<file path="config.mk">
export PLATFORM = sky130hd
export DESIGN_NAME = rx_match
export DESIGN_NICKNAME = d
export VERILOG_FILES = /design/src/rtl/rx_match.sv
export SDC_FILE = /design/constraint.sdc
export NUM_CORES = 2
export LEC_CHECK = 0
export BUFFER_PORTS_ARGS = -buffer_cell sky130_fd_sc_hd__buf_2
export CAP_MARGIN = 0
export CORE_AREA = 5 5 510 512
export DETAILED_ROUTE_END_ITERATION = 10
export DIE_AREA = 0 0 515 517
export GPL_TIMING_DRIVEN = 0
export HOLD_SLACK_MARGIN = 0.06
export PLACE_DENSITY = 0.54
export SKIP_LAST_GASP = 1
export SYNTH_ARGS = -nofsm -noshare
export SYNTH_HDL_FRONTEND = slang
export SYNTH_SLANG_ARGS = --single-unit
</file>
<file path="constraint.sdc">
create_clock -name clk -period 114.1 [get_ports clk]
set_input_delay 22.82 -clock clk [delete_from_list [all_inputs] [get_ports clk]]
set_output_delay 22.82 -clock clk [all_outputs]
set_load 0.01 [all_outputs]
</file>
<file path="src/rtl/rx_match.sv">
// rx_match -- folded receive matched filter (33 symmetric taps), decimating by OSR.
//
// One multiply-accumulate per clock over a 33-entry circular sample buffer.
// Every OSR-th accepted sample triggers a 33-cycle MAC pass. The result is
// arithmetically shifted right by SHIFT and reduced to 32 bits, then held
// until out_ready.
//
// Optional build macro: RX_MATCH_SAT_EN
//   defined   -> the shifted result saturates to [-2^31, 2^31-1]
//   undefined -> the low 32 bits of the shifted result are kept (wrap)
//
// Ports:
//   clk        clock
//   rst        asynchronous active-high reset
//   xin        signed input sample (32 bits)
//   in_valid   xin valid
//   in_ready   a sample can be accepted (IDLE only)
//   yout       signed filtered, decimated result (32 bits)
//   bit_out    hard decision, 1 when yout >= 0
//   out_valid  yout/bit_out valid
//   out_ready  downstream accepts the output
module rx_match #(
  parameter int OSR   = 1,
  parameter int SHIFT = 15,
  parameter int ACC_W = 72
) (
  input  logic               clk,
  input  logic               rst,
  input  logic signed [31:0] xin,
  input  logic               in_valid,
  output logic               in_ready,
  output logic signed [31:0] yout,
  output logic               bit_out,
  output logic               out_valid,
  input  logic               out_ready
);

  typedef enum logic [1:0] {S_IDLE, S_MAC, S_OUT} state_t;

  localparam int PW = (OSR > 1) ? $clog2(OSR) : 1;

  state_t                   r_state;
  logic signed [31:0]       r_buf [33];
  logic [5:0]               r_wptr;
  logic [5:0]               r_rptr;
  logic [5:0]               r_k;
  logic [PW-1:0]            r_phase;
  logic signed [ACC_W-1:0]  r_acc;
  logic                     r_in_ready;
  logic                     r_out_valid;
  logic                     r_bit;
  logic signed [31:0]       r_yout;

  logic                     w_accept;
  logic                     w_trigger;
  logic signed [31:0]       w_coef;
  logic signed [31:0]       w_samp;
  logic [63:0]              w_prod;
  logic signed [ACC_W-1:0]  w_acc_next;
  logic signed [31:0]       w_y;

  // Only the first half of the symmetric response is stored; k > 16 folds onto 32-k.
  function automatic logic signed [31:0] coef(input logic [5:0] k);
    logic [5:0] idx;
    idx = (k > 6'd16) ? (6'd32 - k) : k;
    case (idx)
      6'd0:    coef =  32'sd1235;
      6'd1:    coef =  32'sd115;
      6'd2:    coef = -32'sd1280;
      6'd3:    coef = -32'sd2732;
      6'd4:    coef = -32'sd3965;
      6'd5:    coef = -32'sd4686;
      6'd6:    coef = -32'sd4627;
      6'd7:    coef = -32'sd3592;
      6'd8:    coef = -32'sd1496;
      6'd9:    coef =  32'sd1612;
      6'd10:   coef =  32'sd5538;
      6'd11:   coef =  32'sd9964;
      6'd12:   coef =  32'sd14478;
      6'd13:   coef =  32'sd18623;
      6'd14:   coef =  32'sd21960;
      6'd15:   coef =  32'sd24125;
      default: coef =  32'sd24874;
    endcase
  endfunction

  assign w_accept  = in_valid && r_in_ready;
  assign w_trigger = w_accept && (r_phase == PW'(OSR - 1));
  assign w_coef    = coef(r_k);
  assign w_samp    = r_buf[r_rptr];
  // Sign-extended operands make the low 64 bits the full signed product.
  assign w_prod    = {{32{w_coef[31]}}, w_coef} * {{32{w_samp[31]}}, w_samp};
  assign w_acc_next = r_acc + $signed({{(ACC_W-64){w_prod[63]}}, w_prod});

`ifdef RX_MATCH_SAT_EN
  localparam logic signed [ACC_W-1:0] MAXV = $signed({{(ACC_W-31){1'b0}}, {31{1'b1}}});
  localparam logic signed [ACC_W-1:0] MINV = $signed({{(ACC_W-31){1'b1}}, {31{1'b0}}});
  logic signed [ACC_W-1:0] w_shift;
  always_comb begin
    w_shift = w_acc_next >>> SHIFT;
    if (w_shift > MAXV)      w_y = 32'sh7FFF_FFFF;
    else if (w_shift < MINV) w_y = 32'sh8000_0000;
    else                     w_y = w_shift[31:0];
  end
`else
  always_comb begin
    w_y = 32'(w_acc_next >>> SHIFT);
  end
`endif

  always_ff @(posedge clk or posedge rst) begin
    if (rst) begin
      r_state     <= S_IDLE;
      for (int unsigned i = 0; i < 33; i++) r_buf[i] <= '0;
      r_wptr      <= '0;
      r_rptr      <= '0;
      r_k         <= '0;
      r_phase     <= '0;
      r_acc       <= '0;
      r_in_ready  <= 1'b0;
      r_out_valid <= 1'b0;
      r_bit       <= 1'b0;
      r_yout      <= '0;
    end else begin
      case (r_state)
        S_IDLE: begin
          r_in_ready <= 1'b1;
          if (w_accept) begin
            r_buf[r_wptr] <= xin;
            r_wptr  <= (r_wptr == 6'd32) ? 6'd0 : r_wptr + 6'd1;
            r_phase <= (r_phase == PW'(OSR - 1)) ? '0 : r_phase + 1'b1;
            if (w_trigger) begin
              // MAC starts at the slot just written (x[n]) and walks backward.
              r_acc      <= '0;
              r_k        <= '0;
              r_rptr     <= r_wptr;
              r_in_ready <= 1'b0;
              r_state    <= S_MAC;
            end
          end
        end
        S_MAC: begin
          r_acc  <= w_acc_next;
          r_rptr <= (r_rptr == 6'd0) ? 6'd32 : r_rptr - 6'd1;
          r_k    <= r_k + 6'd1;
          if (r_k == 6'd32) begin
            r_yout      <= w_y;
            r_bit       <= ~w_y[31];
            r_out_valid <= 1'b1;
            r_state     <= S_OUT;
          end
        end
        S_OUT: begin
          if (out_ready) begin
            r_out_valid <= 1'b0;
            r_in_ready  <= 1'b1;
            r_state     <= S_IDLE;
          end
        end
        default: r_state <= S_IDLE;
      endcase
    end
  end

  assign in_ready  = r_in_ready;
  assign out_valid = r_out_valid;
  assign yout      = r_yout;
  assign bit_out   = r_bit;

endmodule
</file>
# After elaboration in Yosys (flattened, before gate mapping)
# Memory sizes are Yosys's and may differ from the RTL's.
# Cells that the tools add are included.
# op_classes
addsub	6
multipliers	1
n_lt_le_gt_ge	4
eq_ne	8
mux	32
bitwise_logic	4
n_reduce_logical	15
# op_table
operator	count
$bwmux 1056	1
$bmux 32 s6	1
$demux 32 s6	1
$mux 72	2
$pmux 72 s2	1
$mux 32	4
$add 72x64->72	1
$mul 32x32->64	1
$mux 6	7
$pmux 6 s2	2
$ge 7x7->1 const B	2
$not 6->7	2
$add 6x1->6 const B	2
$eq 6x6->1 const B	2
$mux 2	4
$ne 2x2->1 const B	4
$lt 7x1->1 const B	1
$gt 6x5->1 const B	1
$logic_not 6->1	1
$mux 1	6
$pmux 2 s3	1
$reduce_and 2->1	3
$reduce_and 3->1	2
$reduce_bool 2->1	3
10 further kinds	15
# word_totals
regBits	1184
rom_bits	512
input_bits	36
out_inout_bits	35
wordCells	114
mem_count	1
# memory_table
name	words	width	read_ports	rd_clocked_by_memory_dff	wr	line	text
(name not given)	16	32	1	0	0	66	case (idx)

# Longest topological paths before layout
# depth
word_depth	7
ltp_mapped	40
depth_no_buf	37

# Worst setup path after synthesis
# No wires, ideal clock.
# synth_timing
path_type	input port to flip-flop
from	input in_valid
to	register r_buf[544] (netlist bit)
setup_ns	0.125
t_arrival_ns	24.402
t_required_ns	113.975
path_slack_ns	89.574
path_stages	7
path_buffers	2
path_cell_list	and3_1 > clkbuf_1 > nand2_1 > nor3_1 > nand2_1 > buf_1 > mux2_2
# synth_between
elab_chain_len	2
# synth_rtl
element	line	text
from (decl)	30	input logic in_valid,
$logic_and 1x1->1	87	assign w_accept = in_valid && r_in_ready;
$reduce_and 2->1 (no source line)	-	
to (signal, indexed assignment)	129	r_buf[r_wptr] <= xin;
to (decl)	43	logic signed [31:0] r_buf [33];
# No other way between the ends.
# A chain may end at the register's enable or synchronous reset.

# Worst setup path in the final report
# layout_timing
from	input in_valid
to	register r_buf[984] (netlist bit)
# The elaborated chain is that of the path after synthesis.

==> flow_summary_export.csv <==
group,metric,value,unit
job,cap_viol_max_count,3,
clocking,cts-htree-levels,3,
timing,slew_headroom,-7.27,%
clocking,cts_buffers,117,
floorplan,fp.dieH,517,um
clocking,path_clk_slew,0.06,ns
critical_path,r2r_slack,101.04,ns
timing,hold_viol_final,0,
layout,fillers,25278,
logic_synthesis,avgSynthCellArea,12.8,um2
placement,globalplace.congestion,0.898,
worst_hold_path,worstHoldStart,"yout[7]",
layout,fin_area,0.0853,mm2
detailed_routing,drtPass1Iterations,6,
critical_path,ff2ff_path_depth,30,
clocking,clk_latency,0.78,ns
layout,area_growth_syn_to_layout,12.0,%
logic_synthesis,synth_flop_cell,"dfrtp_1",
logic_synthesis,synth-edff-count,0,
placement,hpwl,182000,um
floorplan,row_count,186,
timing,period_share,22.7,%
logic_synthesis,synth-compound-area-share,2.66,%
timing,setup_viol,0,
worst_hold_path,worstHoldPathCells,2,
detailed_routing,post_drt_wl_per_cell,25.9,um
placement,place_area,0.0813,mm2
timing,tightest_slew,1.60,ns
global_route,grt_max_degree,134,
timing,fin_skew,0.0599,ns
critical_path,crit_path_end_kind,"flip-flop",
layout,drive_gt1_share,29.6,%
timing,maxSlewViolCount,31,
logic_synthesis,yosys_warnings,0,
floorplan,start_util,29.8,%
critical_path,worstSetupStartpointType,"input port",
logic_synthesis,netlist_instances,5938,
global_route,grt_pass1_wl,368000,um
logic_synthesis,synth_top_cell_by_area,"dfrtp_1",
critical_path,r2r_end,"r_acc[44]",
worst_hold_path,holdPathEnd,"yout[7]",
floorplan,dieArea,0.266,mm2
timing,rsz0062_at_grt,"false",
timing,fin_setup_tns,0,ns
logic_synthesis,synth_top_family_by_area,"multiplexers",
global_route,gr-usage-all-layers,18.8,%
logic_synthesis,yosys-top-cells-count,"dfrtp_1 (1,158), mux2_2 (1,062), inv_1 (828)",
logic_synthesis,syn-cell-area,0.0762,mm2
layout,fin_nets,7082,
clocking,cts.sinks,1158,
logic_synthesis,yosysUniqueCellTypes,77,
layout,final_util,33.4,%
logic_synthesis,muxShareOfSynthArea,25.5,%
logic_synthesis,synth_xor_area_share,0.701,%
critical_path,critical_path_class,"in2reg",
detailed_routing,vias,48477,
clocking,cts_tree,"yes",
critical_path,cp_max_fo,10,
global_route,antenna_found_initial,22,
timing,min_period,25.85,ns
global_route,overflow,0,
critical_path,required,114.72,ns
layout,final_cells,9633,
status,violations,"capacitance limit, slew limit",
logic_synthesis,synthArstFlopShare,100,%
logic_synthesis,synth_most_common_cell,"dfrtp_1",
floorplan,die_x,515,um
logic_synthesis,synth_top_area_share,38.0,%
placement,dpl.cell_count,9416,
clocking,max-clock-path-buffers,3,
critical_path,crit_arrival,26.47,ns
logic_synthesis,syn_nets,6868,
detailed_routing,post-route-drc-count,0,
logic_synthesis,synthAdderAreaFrac,21.6,%
placement,port-buffer-count,70,
critical_path,regToRegStartpoint,"r_rptr[2]",
floorplan,io-pin-count,71,
clocking,cts_setup_buffers,0,
detailed_routing,postRouteAntennaNets,0,
floorplan,core_area,0.255,mm2
logic_synthesis,yosys.area_share.simple,5.25,%
detailed_routing,initialDrtViolationCount,4237,
status,status,"finished with violations",
logic_synthesis,synth_seq_area_share,38.0,%
global_route,grt_pass1_vias,51725,
timing,max_freq,0.0387,GHz
worst_hold_path,min_path_type,"reg2reg",
clocking,cts-root-buf,"clkbuf_16",
logic_synthesis,ys_ff_latch,1158,
logic_synthesis,synth.area.top_cells,"dfrtp_1 (38%), fa_1 (18%), mux2_2 (16%)",
clocking,postCtsHoldBufs,0,
detailed_routing,viasPerCell,5.03,
clocking,cts.repair.resized,0,
detailed_routing,wl,250000,um
-- per-stage QoR --
stage	hold WS, ns	worst slack, ns
6_report	0.471	88.25
2_1_floorplan	0.450	58.66
3_5_place_dp	0.462	87.63
3_3_place_gp	0.457	46.06
5_1_grt	0.497	88.32
4_1_cts	0.477	88.44
-- state kept, by name, summed over array words and instances, names as in the netlist --
register and cells:
r_k 6, in_ready 1, r_acc 47, r_state 2
r_rptr 6, out_valid 1, bit_out 1, r_buf 1056
yout 32, r_wptr 6
-- layout by cell type (no fill, tap or decap), types with 10 or more instances in the layout --
master and n:
a21o_1 19, a21oi_1 44, a31oi_1 21, a31oi_2 12
and2_1 30, and3_1 12, buf_1 58, buf_16 12
buf_2 142, buf_4 16, buf_6 11, clkbuf_1 257
clkbuf_16 118, clkbuf_8 33, clkinv_2 19, dfrtp_1 1158
fa_1 700, ha_1 193, inv_1 826, mux2_2 1062
mux2i_1 35, mux4_2 315, nand2_1 226, nand2b_1 63
nand3_1 73, nand4_1 10, nor2_1 339, nor2b_1 21
nor3_1 24, o21a_1 16, o21ai_0 103, o31ai_1 11
or2_2 51, xnor2_1 40, xor2_1 21
-- worst max-delay path by stage --
| stage | from | end | slack (ns) |
|---|---|---|---|
| floorplan | rst | bit_out | 58.66 |
| global placement | rst | r_buf[559] | 46.06 |
| detailed placement | in_valid | r_buf[252] | 87.63 |
| CTS | in_valid | r_buf[224] | 88.44 |
| global route | in_valid | r_buf[256] | 88.32 |
| finish | in_valid | r_buf[984] | 88.25 |
-- layout make-up --
class	count	area (um2)	area share (%)
clock inverters	38	457	0.535
multi-input cells	3555	42500	49.8
flip-flops and latches	1158	29000	34.0
plain buffers	394	1690	1.98
diodes	2	5.00	0.00587
well taps	3384	4230	4.96
inverters	831	3130	3.67
repair buffers	95	876	1.03
clock buffers	176	3500	4.10
-- critical path, cell delays in order --
cell	delay, ns
buf_2	0.09
nand3_1	0.57
nor2_1	0.53
nand3_1	0.23
nor2_1	0.66
clkbuf_1	1.13
mux2_2	0.43
-- cells by family after synthesis --
logic type	count (synthesis)
and+or+nand+nor	880
muxes	1412
DFF	1158
adders and majority gates	894
xor gates and xnor gates	61
buffers and inverters	1225
AOI/OAI and AO/OA	308
-- layer usage --
layer	routed length, um	track usage (%)	up-vias
met5	13	0	-
met3	18400	4.20	486
li1	-	-	20216
met2	114000	29.7	1705
met4	10200	6.43	2
met1	107000	25.6	26068
Power is not shown: default switching activity piles up to over one toggle a cycle in this logic, so the estimate is an artifact.
